[src/rtl/dacc_control_unit_if.sv]
// Memory request/acknowledge bundle between the DACC sequencer and the memory port.
// The sequencer is the master: it raises mem_req (optionally qualified by mem_we)
// and selects the address source; memory answers with a one-cycle mem_ack pulse.
interface dacc_control_unit_if;
    logic mem_req;
    logic mem_we;
    logic addr_sel;
    logic mem_ack;

    modport master (
        output mem_req,
        output mem_we,
        output addr_sel,
        input  mem_ack
    );

    modport slave (
        input  mem_req,
        input  mem_we,
        input  addr_sel,
        output mem_ack
    );
endinterface

[src/rtl/dacc_control_unit.sv]
// dacc_control_unit: multi-cycle fetch/decode/execute sequencer for the
// double-accumulator datapath (ACC0/ACC1, ALU, PC, IR).
// Drives per-cycle control strobes, owns the memory req/ack handshake and a
// timeout watchdog that parks the machine in a sticky FAULT state.
// Optional feature: define DACC_SINGLE_STEP_EN to add the step_i input; every
// instruction then ends in the STEP state and waits for a step pulse.
module dacc_control_unit #(
    parameter int MEM_TIMEOUT = 15,
    parameter int CNT_W       = 8
) (
    input  logic                   clk,
    input  logic                   rst_n,
    dacc_control_unit_if.master    mem,
    input  logic                   run_i,
    input  logic [3:0]             opcode_i,
    input  logic                   acc_sel_i,
    input  logic                   zero0_i,
    input  logic                   zero1_i,
`ifdef DACC_SINGLE_STEP_EN
    input  logic                   step_i,
`endif
    output logic                   ir_load_o,
    output logic                   pc_inc_o,
    output logic                   pc_load_o,
    output logic [1:0]             acc_load_o,
    output logic [1:0]             acc_src_o,
    output logic [1:0]             alu_op_o,
    output logic [4:0]             state_o,
    output logic                   halted_o,
    output logic                   fault_o
);

    typedef enum logic [4:0] {
        S_IDLE   = 5'd0,
        S_FETCH  = 5'd1,
        S_FWAIT  = 5'd2,
        S_DECODE = 5'd3,
        S_RD     = 5'd4,
        S_RWAIT  = 5'd5,
        S_EXEC   = 5'd6,
        S_WR     = 5'd7,
        S_WWAIT  = 5'd8,
        S_SWP1   = 5'd9,
        S_SWP2   = 5'd10,
        S_BRANCH = 5'd11,
        S_INPUT  = 5'd12,
        S_HALT   = 5'd13,
        S_FAULT  = 5'd14,
        S_STEP   = 5'd15
    } state_t;

    state_t             state_q;
    logic [CNT_W-1:0]   cnt_q;

    state_t             boundaryState;
    logic               waitTimeout;
    logic               zeroSel;
    logic [1:0]         accOneHot;

    logic               memReq;
    logic               memWe;
    logic               addrSel;
    logic               irLoad;
    logic               pcInc;
    logic               pcLoad;
    logic [1:0]         accLoad;
    logic [1:0]         accSrc;
    logic [1:0]         aluOp;

    // Where an instruction goes when it finishes: the STEP parking state when
    // single-stepping, otherwise the next fetch, or IDLE if run has dropped.
    always_comb begin
`ifdef DACC_SINGLE_STEP_EN
        boundaryState = S_STEP;
`else
        boundaryState = run_i ? S_FETCH : S_IDLE;
`endif
    end

    // Watchdog limit: the wait cycle in which the counter would reach MEM_TIMEOUT.
    assign waitTimeout = (cnt_q == CNT_W'(MEM_TIMEOUT - 1));
    assign zeroSel     = acc_sel_i ? zero1_i : zero0_i;
    assign accOneHot   = acc_sel_i ? 2'b10 : 2'b01;

    // Sequencer state and handshake watchdog; an ack in the timeout cycle wins over the fault.
    always_ff @(posedge clk or negedge rst_n) begin
        if (!rst_n) begin
            state_q <= S_IDLE;
            cnt_q   <= '0;
        end else begin
            case (state_q)
                S_IDLE: begin
                    if (run_i) state_q <= S_FETCH;
                end
                S_FETCH: begin
                    cnt_q   <= '0;
                    state_q <= S_FWAIT;
                end
                S_FWAIT: begin
                    if (mem.mem_ack)      state_q <= S_DECODE;
                    else if (waitTimeout) state_q <= S_FAULT;
                    else                  cnt_q   <= cnt_q + 1'b1;
                end
                S_DECODE: begin
                    case (opcode_i)
                        4'd0, 4'd2, 4'd3: state_q <= S_RD;
                        4'd1:             state_q <= S_WR;
                        4'd4:             state_q <= S_SWP1;
                        4'd5:             state_q <= S_BRANCH;
                        4'd6:             state_q <= zeroSel ? S_BRANCH : boundaryState;
                        4'd7:             state_q <= S_HALT;
                        4'd8:             state_q <= S_INPUT;
                        default:          state_q <= boundaryState;
                    endcase
                end
                S_RD: begin
                    cnt_q   <= '0;
                    state_q <= S_RWAIT;
                end
                S_RWAIT: begin
                    if (mem.mem_ack)      state_q <= S_EXEC;
                    else if (waitTimeout) state_q <= S_FAULT;
                    else                  cnt_q   <= cnt_q + 1'b1;
                end
                S_WR: begin
                    cnt_q   <= '0;
                    state_q <= S_WWAIT;
                end
                S_WWAIT: begin
                    if (mem.mem_ack)      state_q <= boundaryState;
                    else if (waitTimeout) state_q <= S_FAULT;
                    else                  cnt_q   <= cnt_q + 1'b1;
                end
                S_EXEC:   state_q <= boundaryState;
                S_SWP1:   state_q <= S_SWP2;
                S_SWP2:   state_q <= boundaryState;
                S_BRANCH: state_q <= boundaryState;
                S_INPUT:  state_q <= boundaryState;
                S_HALT:   state_q <= S_HALT;
                S_FAULT:  state_q <= S_FAULT;
`ifdef DACC_SINGLE_STEP_EN
                S_STEP: begin
                    if (step_i) state_q <= run_i ? S_FETCH : S_IDLE;
                end
`endif
                default:  state_q <= S_IDLE;
            endcase
        end
    end

    // Moore decode of the control strobes from the registered state; only the
    // IR load / PC increment follow the ack pulse so the IR captures read data.
    always_comb begin
        memReq  = 1'b0;
        memWe   = 1'b0;
        addrSel = 1'b0;
        irLoad  = 1'b0;
        pcInc   = 1'b0;
        pcLoad  = 1'b0;
        accLoad = 2'b00;
        accSrc  = 2'b00;
        aluOp   = 2'b00;
        case (state_q)
            S_FETCH: memReq = 1'b1;
            S_FWAIT: begin
                memReq = 1'b1;
                irLoad = mem.mem_ack;
                pcInc  = mem.mem_ack;
            end
            S_RD, S_RWAIT: begin
                memReq  = 1'b1;
                addrSel = 1'b1;
            end
            S_EXEC: begin
                accLoad = accOneHot;
                if (opcode_i == 4'd2) begin
                    accSrc = 2'b01;
                    aluOp  = 2'b00;
                end else if (opcode_i == 4'd3) begin
                    accSrc = 2'b01;
                    aluOp  = 2'b01;
                end
            end
            S_WR, S_WWAIT: begin
                memReq  = 1'b1;
                memWe   = 1'b1;
                addrSel = 1'b1;
                aluOp   = 2'b10;
            end
            S_SWP1: aluOp = 2'b10;
            S_SWP2: begin
                accLoad = 2'b11;
                accSrc  = 2'b11;
            end
            S_BRANCH: pcLoad = 1'b1;
            S_INPUT: begin
                accLoad = accOneHot;
                accSrc  = 2'b10;
            end
            default: ;
        endcase
    end

    assign mem.mem_req  = memReq;
    assign mem.mem_we   = memWe;
    assign mem.addr_sel = addrSel;
    assign ir_load_o    = irLoad;
    assign pc_inc_o     = pcInc;
    assign pc_load_o    = pcLoad;
    assign acc_load_o   = accLoad;
    assign acc_src_o    = accSrc;
    assign alu_op_o     = aluOp;
    assign state_o      = state_q;
    assign halted_o     = (state_q == S_HALT);
    assign fault_o      = (state_q == S_FAULT);

endmodule

[src/flat_wrapper.sv]
// flat-port wrapper written by rule: the top's interface ports become plain ports
module dacc_control_unit_flat 
#(
    parameter int MEM_TIMEOUT = 15,
    parameter int CNT_W       = 8
)
  (clk, rst_n, run_i, opcode_i, acc_sel_i, zero0_i, zero1_i, ir_load_o, pc_inc_o, pc_load_o, acc_load_o, acc_src_o, alu_op_o, state_o, halted_o, fault_o, mem_mem_req, mem_mem_we, mem_addr_sel, mem_mem_ack);
  dacc_control_unit_if mem_i ();
  input  logic clk;
  input  logic rst_n;
  input  logic run_i;
  input  logic [3:0] opcode_i;
  input  logic acc_sel_i;
  input  logic zero0_i;
  input  logic zero1_i;
  output logic ir_load_o;
  output logic pc_inc_o;
  output logic pc_load_o;
  output logic [1:0] acc_load_o;
  output logic [1:0] acc_src_o;
  output logic [1:0] alu_op_o;
  output logic [4:0] state_o;
  output logic halted_o;
  output logic fault_o;
  output wire logic [$bits(mem_i.mem_req)-1:0] mem_mem_req;
  output wire logic [$bits(mem_i.mem_we)-1:0] mem_mem_we;
  output wire logic [$bits(mem_i.addr_sel)-1:0] mem_addr_sel;
  input wire logic [$bits(mem_i.mem_ack)-1:0] mem_mem_ack;
  assign mem_mem_req = mem_i.mem_req;
  assign mem_mem_we = mem_i.mem_we;
  assign mem_addr_sel = mem_i.addr_sel;
  assign mem_i.mem_ack = mem_mem_ack;
  dacc_control_unit #(.MEM_TIMEOUT(MEM_TIMEOUT), .CNT_W(CNT_W)) u_core (.clk(clk), .rst_n(rst_n), .mem(mem_i), .run_i(run_i), .opcode_i(opcode_i), .acc_sel_i(acc_sel_i), .zero0_i(zero0_i), .zero1_i(zero1_i), .ir_load_o(ir_load_o), .pc_inc_o(pc_inc_o), .pc_load_o(pc_load_o), .acc_load_o(acc_load_o), .acc_src_o(acc_src_o), .alu_op_o(alu_op_o), .state_o(state_o), .halted_o(halted_o), .fault_o(fault_o));
endmodule
[config.mk]
export PLATFORM = sky130hd
export DESIGN_NAME = dacc_control_unit_flat
export DESIGN_NICKNAME = d
export VERILOG_FILES = /design/src/rtl/dacc_control_unit_if.sv /design/src/rtl/dacc_control_unit.sv /design/src/flat_wrapper.sv
export SDC_FILE = /design/constraint.sdc
export NUM_CORES = 1
export LEC_CHECK = 0
export ABC_AREA = 1
export BUFFER_PORTS_ARGS = -buffer_cell sky130_fd_sc_hd__buf_2
export CAP_MARGIN = 20
export CORE_ASPECT_RATIO = 1.5
export CORE_UTILIZATION = 25
export CTS_BUF_LIST = sky130_fd_sc_hd__clkbuf_4
export CTS_CLUSTER_DIAMETER = 150
export DETAILED_ROUTE_END_ITERATION = 16
export GPL_TIMING_DRIVEN = 0
export PLACE_DENSITY_LB_ADDON = 0.08
export SLEW_MARGIN = 20
export SYNTH_ARGS = -nofsm -noshare
export SYNTH_HDL_FRONTEND = slang
export SYNTH_SLANG_ARGS = --single-unit
[constraint.sdc]
create_clock -name clk -period 1.4 [get_ports clk]
set_clock_uncertainty 0.05 [all_clocks]
set_input_delay 0.28 -clock clk [delete_from_list [all_inputs] [get_ports clk]]
set_output_delay 0.28 -clock clk [all_outputs]
set_load 0.05 [all_outputs]
==> flow_metrics.tcl <==
set metrics [dict create \
    endpoint_kind "output pin" \
    coreArea_sq_mm 0.00458 \
    overflow 0 \
    grt_pass1_vias 1446 \
    finalCritPeriodShare 1.39 \
    synth_commonest_cells "49 x nand2_1, 24 x nor2_1, 19 x inv_1" \
    stdcell_area_sq_mm 0.00205 \
    die_x_microns 58.8 \
    hp-start "run_i" \
    synth_top_cell_by_area "dfrtp_1" \
    syn_area_sq_mm 0.00121 \
    cp.arrival_ns 1.61 \
    holdCritPathClass "input port to flop" \
    drive_gt1_frac 0.521 \
    max-clock-path-buffers 2 \
    rsz0062_at_grt "true" \
    num-nets-final 254 \
    critPathRequiredTime_ns 1.07 \
    viasPerCell 4.56 \
    fmax_ghz 0.514 \
    clock_sinks 13 \
    grt_pass1_wl_microns 6270 \
    drtIter0Drc 44 \
    hold-path-endpoint "u_core.state_o[0]$_DFFE_PN0P_" \
    cts_tree "yes" \
    r2r-end "u_core.cnt_q[2]$_DFFE_PN0P_" \
    start_kind "flop" \
    die_h_microns 87.2 \
    synth.distinct_cells 30 \
    finalSetupViolCount 27 \
    wl_per_cell_microns 12.2 \
    drcViolationCount 0 \
    fp.dieArea_sq_mm 0.00512 \
    crit_type "flop to output pin" \
    cp_slowest_cell "dfrtp_2" \
    yosys_warnings 0 \
    final.setup.worst_slack_ns -0.545 \
    numCtsBuffers 3 \
    ios 30 \
    hold_viol 0 \
    power_leakage_nw 1.03 \
    syn_to_final_growth_pct 70.0 \
    ys_seq_elements 13 \
    place_ws_ns -0.373 \
    p_total_w 0.00223 \
    via_count 1386 \
    htree_levels 1 \
    grtUsageTotal 0.158 \
    critPathMaxStageDelay_ns 0.47 \
    syn-instance-count 182 \
    dp_hpwl_microns 2810 \
    drv_cap 0 \
    initial_core_util 0.264 \
    hold_ws_ns 0.304 \
    post-route-util 0.449 \
    avgSynthCellArea_sq_um 6.64 \
    clockRootBuffer "clkbuf_4" \
    synth-main-ff-cell "dfrtp_1" \
    rows 30 \
    clk_pin_slew_ns 0.09 \
    ant_nets 0 \
    netlist.area_leader.share 0.269 \
    crit_family "simple AND/OR/NAND/NOR gates" \
    antennaDiodeCount 0 \
    async_reset_ff_frac 1.00 \
    slew_viol_final 0 \
    routabilityCongestion 0.798 \
    worstReg2RegStart "u_core.state_o[2]$_DFFE_PN0P_" \
    yosys.cell_count.top_type "nand2_1" \
    hold_depth 4 \
    rrSetupSlack_ns -0.48 \
    finalCriticalPeriod_ns 1.94 \
    cp_max_fo 5 \
    drt_wl_total_microns 3700 \
    power.density_mw_per_mm2 1090 \
    clk_latency_ns 0.28 \
    antenna_found_initial 0 \
    violations "negative setup slack" \
    synth_edf_count 0 \
    cp_cell_sequence "nor2_2 -> nand2_2 -> nor2_4 -> inv_2 -> nor2_4 -> buf_6 -> buf_6" \
    r2r_cells 12 \
    grt_max_degree 14 \
    status "finished with violations" \
    firstDrtPassIters 4 \
    crit_buf_inv 3 \
    numPortBuffers 29 \
    synthTopCellsByArea "dfrtp_1 27%, nand2_1 15%, nor2_1 7.5%, inv_1 5.9%, nand3_1 5.0%" \
    syn-num-nets 195 \
    dpl_cell_area_sq_mm 0.00156 \
    ys_seq_area_frac 0.269 \
    irDropWorstVdd_uv 337 \
]
-- flip-flops by register name, indices dropped and copies added (netlist names) --
name	count
u_core.cnt_q	8
u_core.state_o	5
-- worst max path at each step --
| stage | from | to | slack (ns) | cells after the start |
|---|---|---|---|---|
| after CTS | u_core.state_o[2]$_DFFE_PN0P_ | alu_op_o[0] | -0.56 | 7 |
| final | u_core.state_o[2]$_DFFE_PN0P_ | pc_inc_o | -0.54 | 7 |
| after global placement | u_core.state_o[4]$_DFFE_PN0P_ | mem_mem_req | -0.39 | 8 |
| after floorplan | u_core.state_o[2]$_DFFE_PN0P_ | pc_inc_o | -0.42 | 6 |
| after detailed placement | u_core.state_o[4]$_DFFE_PN0P_ | mem_mem_req | -0.37 | 8 |
| after global routing | u_core.state_o[2]$_DFFE_PN0P_ | alu_op_o[0] | -0.63 | 7 |
-- final cells by class --
cell class | count | area [sq um]
Fill cell | 470 | 2520
Sequential cell | 13 | 332
Timing Repair Buffer | 54 | 517
Buffer | 2 | 31.3
Inverter | 24 | 100
Clock buffer | 3 | 22.5
Multi-Input combinational cell | 143 | 967
Tap cell | 64 | 80.1
Clock inverter | 1 | 5.00
-- metrics by stage --
stage / cells / setup TNS [ns]
2_1_floorplan: 182 / -7.53
5_1_grt: 304 / -13.47
3_5_place_dp: 275 / -6.87
6_report: 304 / -10.93
3_3_place_gp: 275 / -6.97
4_1_cts: 298 / -11.19
-- layout by cell type (no fill, tap or decap), types with 8 or more instances in the layout --
cell type / synthesis / final
nor2_1: 24 / 10
buf_8: 0 / 8
nor2_2: 3 / 8
o21ai_2: 6 / 8
nor2_4: 3 / 12
inv_1: 19 / 14
dfrtp_1: 13 / 8
buf_2: 0 / 12
nand2_1: 49 / 41
buf_6: 0 / 12
buf_4: 1 / 20
nand3_1: 12 / 10
-- cells by family after synthesis --
logic type               Yosys count  share of synthesized area
AND/OR/NAND/NOR                  109                      0.437
buffers and inverters             26                     0.0973
AO/OA/AOI/OAI                     25                      0.129
flip-flops                        13                      0.269
XOR/XNOR                           6                     0.0435
adder cells (fa/ha/maj)            2                     0.0207
other                              1                    0.00310
-- worst register-to-register path, stage by stage, from the launching register on --
cell,delay (ns)
dfrtp_2,0.47
inv_2,0.08
nor2_4,0.05
buf_4,0.14
buf_6,0.11
nand3_4,0.05
nand2_2,0.07
nor2_4,0.13
nand2_4,0.06
buf_4,0.14
nand2_4,0.10
bufbuf_16,0.27
o21ai_2,0.05
-- what timing repair did --
action,CTS,global route
hold endpoints to repair,13,0
pin swaps,10,5
buffers inserted,17,6
gates cloned,1,0
resized for setup,59,11
endpoints found under the setup margin,26,28
hold buffers,1,0
-- per-layer routing --
metal / global-route usage / wire (microns) / up-vias / share of wire
met1: 0.154 / 1370 / 641 / 0.37
met5: 0 / 0 / - / 0
met3: 0.0178 / 113 / 6 / 0.031
li1: - / - / 700 / -
met4: 0.0606 / 53 / 0 / 0.014
met2: 0.320 / 2160 / 39 / 0.59
-- power breakdown --
part | internal [W] | switching (W)
clock | 0.000106 | 0.000127
combinational | 0.000632 | 0.000840
sequential | 0.000428 | 0.0000988
No activity file was read; power rests on OpenSTA's default activity.
